===== src/rtl/vec_alu_pkg.sv =====
// Shared types and lane arithmetic for the vec_alu_arbiter slice.
// Define VEC_ALU_ARBITER_SAT_EN to saturate lane results instead of wrapping.
package vec_alu_pkg;

  localparam int LANE_W = 8;
  localparam int LANES  = 4;
  localparam int VEC_W  = LANE_W * LANES;

  localparam logic OP_ADD = 1'b0;
  localparam logic OP_SUB = 1'b1;

  typedef enum logic [1:0] {
    IDLE = 2'd0,
    BUSY = 2'd1,
    RESP = 2'd2
  } state_e;

  // One signed 8-bit lane; the 9-bit intermediate exposes overflow for clamping.
  function automatic logic [LANE_W-1:0] lane_calc(input logic op,
                                                  input logic [LANE_W-1:0] a,
                                                  input logic [LANE_W-1:0] b);
    logic signed [LANE_W:0] sum_s;
    if (op == OP_SUB) begin
      sum_s = {a[LANE_W-1], a} - {b[LANE_W-1], b};
    end else begin
      sum_s = {a[LANE_W-1], a} + {b[LANE_W-1], b};
    end
`ifdef VEC_ALU_ARBITER_SAT_EN
    if (sum_s > 9'sd127) begin
      return 8'h7f;
    end else if (sum_s < -9'sd128) begin
      return 8'h80;
    end else begin
      return sum_s[LANE_W-1:0];
    end
`else
    return sum_s[LANE_W-1:0];
`endif
  endfunction

  function automatic logic [VEC_W-1:0] vec_calc(input logic op,
                                               input logic [VEC_W-1:0] a,
                                               input logic [VEC_W-1:0] b);
    logic [VEC_W-1:0] y_s;
    y_s = {VEC_W{1'b0}};
    for (int k = 0; k < LANES; k++) begin
      y_s[k*LANE_W +: LANE_W] = lane_calc(op, a[k*LANE_W +: LANE_W], b[k*LANE_W +: LANE_W]);
    end
    return y_s;
  endfunction

endpackage


===== src/rtl/vec_alu_i8v4.sv =====
// LAT-stage 4-lane i8 add/sub datapath: stage 1 latches the operands on load,
// later stages carry the result so it appears LAT cycles after the load cycle.
module vec_alu_i8v4
  import vec_alu_pkg::*;
#(
  parameter int LAT = 2
) (
  input  logic             clock,
  input  logic             reset,
  input  logic             load,
  input  logic             op,
  input  logic [VEC_W-1:0] a,
  input  logic [VEC_W-1:0] b,
  output logic [VEC_W-1:0] y
);

  logic             op_r;
  logic [VEC_W-1:0] a_r;
  logic [VEC_W-1:0] b_r;
  logic [VEC_W-1:0] res_s;

  // Operand capture stage, loaded only on the accept cycle
  always_ff @(posedge clock) begin
    if (reset) begin
      op_r <= 1'b0;
      a_r  <= {VEC_W{1'b0}};
      b_r  <= {VEC_W{1'b0}};
    end else if (load) begin
      op_r <= op;
      a_r  <= a;
      b_r  <= b;
    end else begin
      op_r <= op_r;
      a_r  <= a_r;
      b_r  <= b_r;
    end
  end

  assign res_s = vec_calc(op_r, a_r, b_r);

  generate
    if (LAT == 1) begin : g_lat1
      assign y = res_s;
    end else begin : g_pipe
      logic [VEC_W-1:0] pipe_r [LAT-1];

      // Result delay line for the remaining LAT-1 stages
      always_ff @(posedge clock) begin
        if (reset) begin
          for (int i = 0; i < LAT - 1; i++) begin
            pipe_r[i] <= {VEC_W{1'b0}};
          end
        end else begin
          pipe_r[0] <= res_s;
          for (int i = 1; i < LAT - 1; i++) begin
            pipe_r[i] <= pipe_r[i-1];
          end
        end
      end

      assign y = pipe_r[LAT-2];
    end
  endgenerate

endmodule


===== src/rtl/vec_alu_arbiter.sv =====
// Round-robin arbiter sharing one vec_alu_i8v4 between two requesters.
// Build option: VEC_ALU_ARBITER_SAT_EN selects saturating lane arithmetic.
module vec_alu_arbiter
  import vec_alu_pkg::*;
#(
  parameter int LAT = 2
) (
  input  logic             clock,
  input  logic             reset,
  input  logic             req0_valid,
  output logic             req0_ready,
  input  logic             req0_op,
  input  logic [VEC_W-1:0] req0_a,
  input  logic [VEC_W-1:0] req0_b,
  input  logic             req1_valid,
  output logic             req1_ready,
  input  logic             req1_op,
  input  logic [VEC_W-1:0] req1_a,
  input  logic [VEC_W-1:0] req1_b,
  output logic             rsp0_valid,
  input  logic             rsp0_ready,
  output logic             rsp1_valid,
  input  logic             rsp1_ready,
  output logic [VEC_W-1:0] rsp_y
);

  localparam logic [3:0] CNT_LAST = 4'(LAT - 1);

  state_e           state_r;
  state_e           state_next_s;
  logic             gid_r;
  logic             prio_r;
  logic [3:0]       cnt_r;
  logic             rsp0_valid_r;
  logic             rsp1_valid_r;
  logic [VEC_W-1:0] rsp_y_r;
  logic             gnt_valid_s;
  logic             gnt_id_s;
  logic             rsp_take_s;
  logic             sel_op_s;
  logic [VEC_W-1:0] sel_a_s;
  logic [VEC_W-1:0] sel_b_s;
  logic [VEC_W-1:0] alu_y_s;

  // Grant decode: a lone requester wins, a tie goes to the priority pointer
  always_comb begin
    gnt_valid_s = 1'b0;
    gnt_id_s    = 1'b0;
    if (!reset && (state_r == IDLE) && (req0_valid || req1_valid)) begin
      gnt_valid_s = 1'b1;
      if (req0_valid && req1_valid) begin
        gnt_id_s = prio_r;
      end else begin
        gnt_id_s = req1_valid;
      end
    end else begin
      gnt_valid_s = 1'b0;
      gnt_id_s    = 1'b0;
    end
  end

  assign req0_ready = gnt_valid_s && !gnt_id_s;
  assign req1_ready = gnt_valid_s && gnt_id_s;

  // Operand mux feeding the shared datapath and response consume select
  always_comb begin
    sel_op_s   = req0_op;
    sel_a_s    = req0_a;
    sel_b_s    = req0_b;
    rsp_take_s = 1'b0;
    if (gnt_id_s) begin
      sel_op_s = req1_op;
      sel_a_s  = req1_a;
      sel_b_s  = req1_b;
    end else begin
      sel_op_s = req0_op;
      sel_a_s  = req0_a;
      sel_b_s  = req0_b;
    end
    if (gid_r) begin
      rsp_take_s = rsp1_ready;
    end else begin
      rsp_take_s = rsp0_ready;
    end
  end

  vec_alu_i8v4 #(.LAT(LAT)) u_alu (
    .clock (clock),
    .reset (reset),
    .load  (gnt_valid_s),
    .op    (sel_op_s),
    .a     (sel_a_s),
    .b     (sel_b_s),
    .y     (alu_y_s)
  );

  // Next-state logic
  always_comb begin
    state_next_s = state_r;
    case (state_r)
      IDLE: begin
        if (gnt_valid_s) state_next_s = BUSY;
        else             state_next_s = IDLE;
      end
      BUSY: begin
        if (cnt_r == CNT_LAST) state_next_s = RESP;
        else                   state_next_s = BUSY;
      end
      RESP: begin
        if (rsp_take_s) state_next_s = IDLE;
        else            state_next_s = RESP;
      end
      default: state_next_s = IDLE;
    endcase
  end

  // State, grant bookkeeping, latency counter and result hold register
  always_ff @(posedge clock) begin
    if (reset) begin
      state_r      <= IDLE;
      gid_r        <= 1'b0;
      prio_r       <= 1'b0;
      cnt_r        <= 4'd0;
      rsp0_valid_r <= 1'b0;
      rsp1_valid_r <= 1'b0;
      rsp_y_r      <= {VEC_W{1'b0}};
    end else begin
      state_r <= state_next_s;
      case (state_r)
        IDLE: begin
          if (gnt_valid_s) begin
            gid_r  <= gnt_id_s;
            prio_r <= ~gnt_id_s;
            cnt_r  <= 4'd0;
          end
        end
        BUSY: begin
          if (cnt_r == CNT_LAST) begin
            rsp_y_r      <= alu_y_s;
            rsp0_valid_r <= ~gid_r;
            rsp1_valid_r <= gid_r;
            cnt_r        <= 4'd0;
          end else begin
            cnt_r <= cnt_r + 4'd1;
          end
        end
        RESP: begin
          if (rsp_take_s) begin
            rsp0_valid_r <= 1'b0;
            rsp1_valid_r <= 1'b0;
            rsp_y_r      <= {VEC_W{1'b0}};
          end
        end
        default: begin
          rsp0_valid_r <= 1'b0;
          rsp1_valid_r <= 1'b0;
        end
      endcase
    end
  end

  assign rsp0_valid = rsp0_valid_r;
  assign rsp1_valid = rsp1_valid_r;
  assign rsp_y      = rsp_y_r;

endmodule


===== config.mk =====
export PLATFORM = sky130hd
export DESIGN_NAME = vec_alu_arbiter
export DESIGN_NICKNAME = d
export VERILOG_FILES = /design/src/rtl/vec_alu_pkg.sv /design/src/rtl/vec_alu_i8v4.sv /design/src/rtl/vec_alu_arbiter.sv
export SDC_FILE = /design/constraint.sdc
export NUM_CORES = 1
export LEC_CHECK = 0
export CORE_ASPECT_RATIO = 0.8
export CORE_UTILIZATION = 60
export DETAILED_ROUTE_END_ITERATION = 8
export DONT_BUFFER_PORTS = 1
export PLACE_DENSITY = 0.72
export RECOVER_POWER = 100
export SETUP_SLACK_MARGIN = 0.02
export SLEW_MARGIN = 20
export SYNTH_ARGS = -nofsm -noshare
export SYNTH_HDL_FRONTEND = slang
export SYNTH_SLANG_ARGS = --single-unit

===== constraint.sdc =====
create_clock -name clock -period 6 [get_ports clock]
set_input_delay 0.3 -clock clock [delete_from_list [all_inputs] [get_ports clock]]
set_output_delay 0.3 -clock clock [all_outputs]
set_load 0.03 [all_outputs]

==> results.cfg <==
[finish]
drive_gt1_frac = 0.04937
num-fill-cells = 968
layout_common_cells = 139 x dfxtp_1, 120 x nor2_1, 71 x mux2i_1, 71 x a211oi_1, 47 x a21oi_1
seqCellArea_um2 = 2783
final_util = 0.6679
layout.cells.non_filler = 938
antenna_cells = 0
area_growth_pct = 8.373
final_common_cell = dfxtp_1
multiInputGateArea_um2 = 3895
fin_area_um2 = 7692
nets = 951

[clock_network]
cts_tree = built
ctsResizeCount = 0
cts_buffers = 17
root_buffer = clkbuf_16
clkSlewWorstSetupHoldPaths_ns = 0.06
htreeDepth = 4
clock-sinks = 139
cts.path.max_buffers = 2
clock_latency_ns = 0.42
cts_setup_buffers = 0

[worst_setup_path]
cpPeakStageDelay_ns = 1.43
r2r-end = u_alu.b_r[27]
r2r_start = state_r[0]
worstSetupPathType = reg -> reg
rrSetupSlack_ns = 2.73
r2r_cells = 4
endpoint_kind = flip-flop
crit_end = u_alu.b_r[27]
slowest_stage = clkbuf_2
crit_arrival_ns = 3.58
cp_num_cells = 4
crit_path_start_kind = flip-flop
path_cells = nor3_4 -> clkbuf_2 -> nor2_1 -> a211oi_1
crit_start = state_r[0]
critPathMaxFanout = 104
cpLargestDelayFamily = buffers and inverters
cp_num_buf_inv = 1
critical_path_required_ns = 6.31

[sta]
fin_crit_sh = 0.5454
tns_ns = 0
slew_violations = 105
holdWs_ns = 0.1047
skew_ns = 0.01735
layout_min_cycle_time_ns = 3.272
finalWorstSetupSlack_ns = 2.728
worstMarginPinSlew_ns = 1.815
relSlewSlack = -0.2100
setup_viol = 0
clock.fmax_ghz = 0.3056
final-hold-violation-count = 0
rsz0062_at_grt = false

[logic_synthesis]
ys_seq_elements = 139
synth.avg_cell_area_um2 = 8.817
synth-async-reset-ratio = 0
syn_inst = 805
yosysSeqAreaShare = 0.3920
yosys_warnings = 0
ys_types = 43
synth_edf_count = 0
syn_area_um2 = 7098
synth_flop_cell = dfxtp_1
synthesis.nets = 979

[placed_design]
place_congestion = 0.8479
placed_cell_area_um2 = 7033
dp_slack_ns = 3.331
io_buffers = 0
hpwl_um = 10320
place_inst = 905

[detailed_routing]
route.detailed.drc = 0
dr.first_iter.drc_count = 263
vias = 5484
firstDrtPassIters = 5
finalWirelength_um = 15000
wire_per_inst_um = 15.99
via_per_inst = 5.846
detail-route-antenna-nets = 0

[power]
ir_worst_vdd_mv = 0.2353
power.total_mw = 3.135
power_density_nw_per_um2 = 407.6
leakage_nw = 3.104

[global_routing]
grt_max_degree = 135
first_global_vias = 4913
grt_first_pass_wirelength_um = 23600
antenna_found_initial = 0
overflow = 0
grtUsageTotal = 0.2470

[floorplanning]
placementRows = 35
boundaryPins = 172
die_y_um = 99.29
core_area_um2 = 11520
start_util = 0.6163
die_area_um2 = 12270
die_x_um = 123.6

[flow_run]
drv.max_cap_violation_count = 1

[status]
violations = max-capacitance violations, max-slew violations
outcome = finished with violations

[worst_hold_path]
hp-class = in -> reg
[layer usage]
metal / routed length, um / GRT usage / vias up
met3: 807 / 0.06307 / 9
li1: - / - / 2810
met2: 6922 / 0.3919 / 152
met5: 0 / 0 / -
met1: 7145 / 0.3304 / 2513
met4: 127 / 0.07044 / 0
[timing repair]
item                       in CTS  in global routing
setup endpoints to repair       0                  0
hold endpoints to repair      134                  0
hold buffers                    1                  0
[power breakdown]
part / total, mW / leakage [nW] / internal (mW) / switching (mW)
sequential: 1.18 / 1.15 / 1.07 / 0.109
clock: 1.14 / 0.306 / 0.739 / 0.402
combinational: 0.815 / 1.65 / 0.374 / 0.441
total: 3.14 / 3.10 / 2.18 / 0.953
[worst register-to-register path, stage by stage (launching register included)]
cell and delay (ns):
dfxtp_1 0.40, nor3_4 0.88, clkbuf_2 1.45, nor2_1 0.17, a211oi_1 0.27
[how the worst min path moves through the flow]
stage                              start                         end  slack (ns)  depth (start not counted)
2_1_floorplan  u_alu.g_pipe.pipe_r[0][0]                    rsp_y[0]        0.43                          2
5_1_grt                            reset  u_alu.g_pipe.pipe_r[0][14]        0.11                          2
3_5_place_dp                       reset                    cnt_r[2]        0.38                          1
3_3_place_gp                       reset                  rsp1_valid        0.38                          1
6_report                           reset   u_alu.g_pipe.pipe_r[0][5]        0.10                          3
4_1_cts                            reset   u_alu.g_pipe.pipe_r[0][5]        0.08                          3
[sequential cells by signal, summed over array words and instances, names as in the netlist]
register,flops
cnt_r,4
gid_r,1
prio_r,1
rsp0_valid,1
rsp1_valid,1
rsp_y,32
state_r,2
u_alu.a_r,32
u_alu.b_r,32
u_alu.g_pipe.pipe_r,32
u_alu.op_r,1
[Yosys cell counts, types with 4 or more instances]
cell      count  area share
fa_1          4       0.011
nand2b_1      7      0.0062
buf_6         6      0.0095
nor3_1       25       0.018
dfxtp_1     139        0.39
o22ai_1       4      0.0035
ha_1         34       0.060
o21ai_0      14      0.0099
clkbuf_1     14      0.0074
a21o_1        4      0.0042
buf_1         6      0.0032
xnor2_1      37       0.046
a21oi_1      47       0.033
nand2_1      36       0.019
buf_2        23       0.016
a211oi_1     71       0.075
nor2b_1       9      0.0079
inv_1        34       0.018
nor2_1      120       0.063
or4_1         5      0.0053
mux2i_1      71        0.10
nand3_1      38       0.027
o21a_1       12       0.013
a31oi_1      12       0.011
o31a_1        4      0.0049
[cell families after synthesis]
kind of cell,Yosys count,share of synthesized area
AND/OR/NAND/NOR,257,0.1668
AO/OA/AOI/OAI,177,0.1673
XOR/XNOR,37,0.04565
adder cells (fa/ha/maj),38,0.07122
flip-flops,139,0.3920
buffers and inverters,86,0.05693
multiplexers,71,0.1001
[final cells by class]
type,count,area share
multi-input combinational,580,0.5063
sequential,139,0.3617
clock inverter,14,0.02879
clock buffer,18,0.05579
tap,148,0.02407
inverter,35,0.01708
timing repair buffer,4,0.006181
Note: power is estimated with default switching activity, not from simulation.
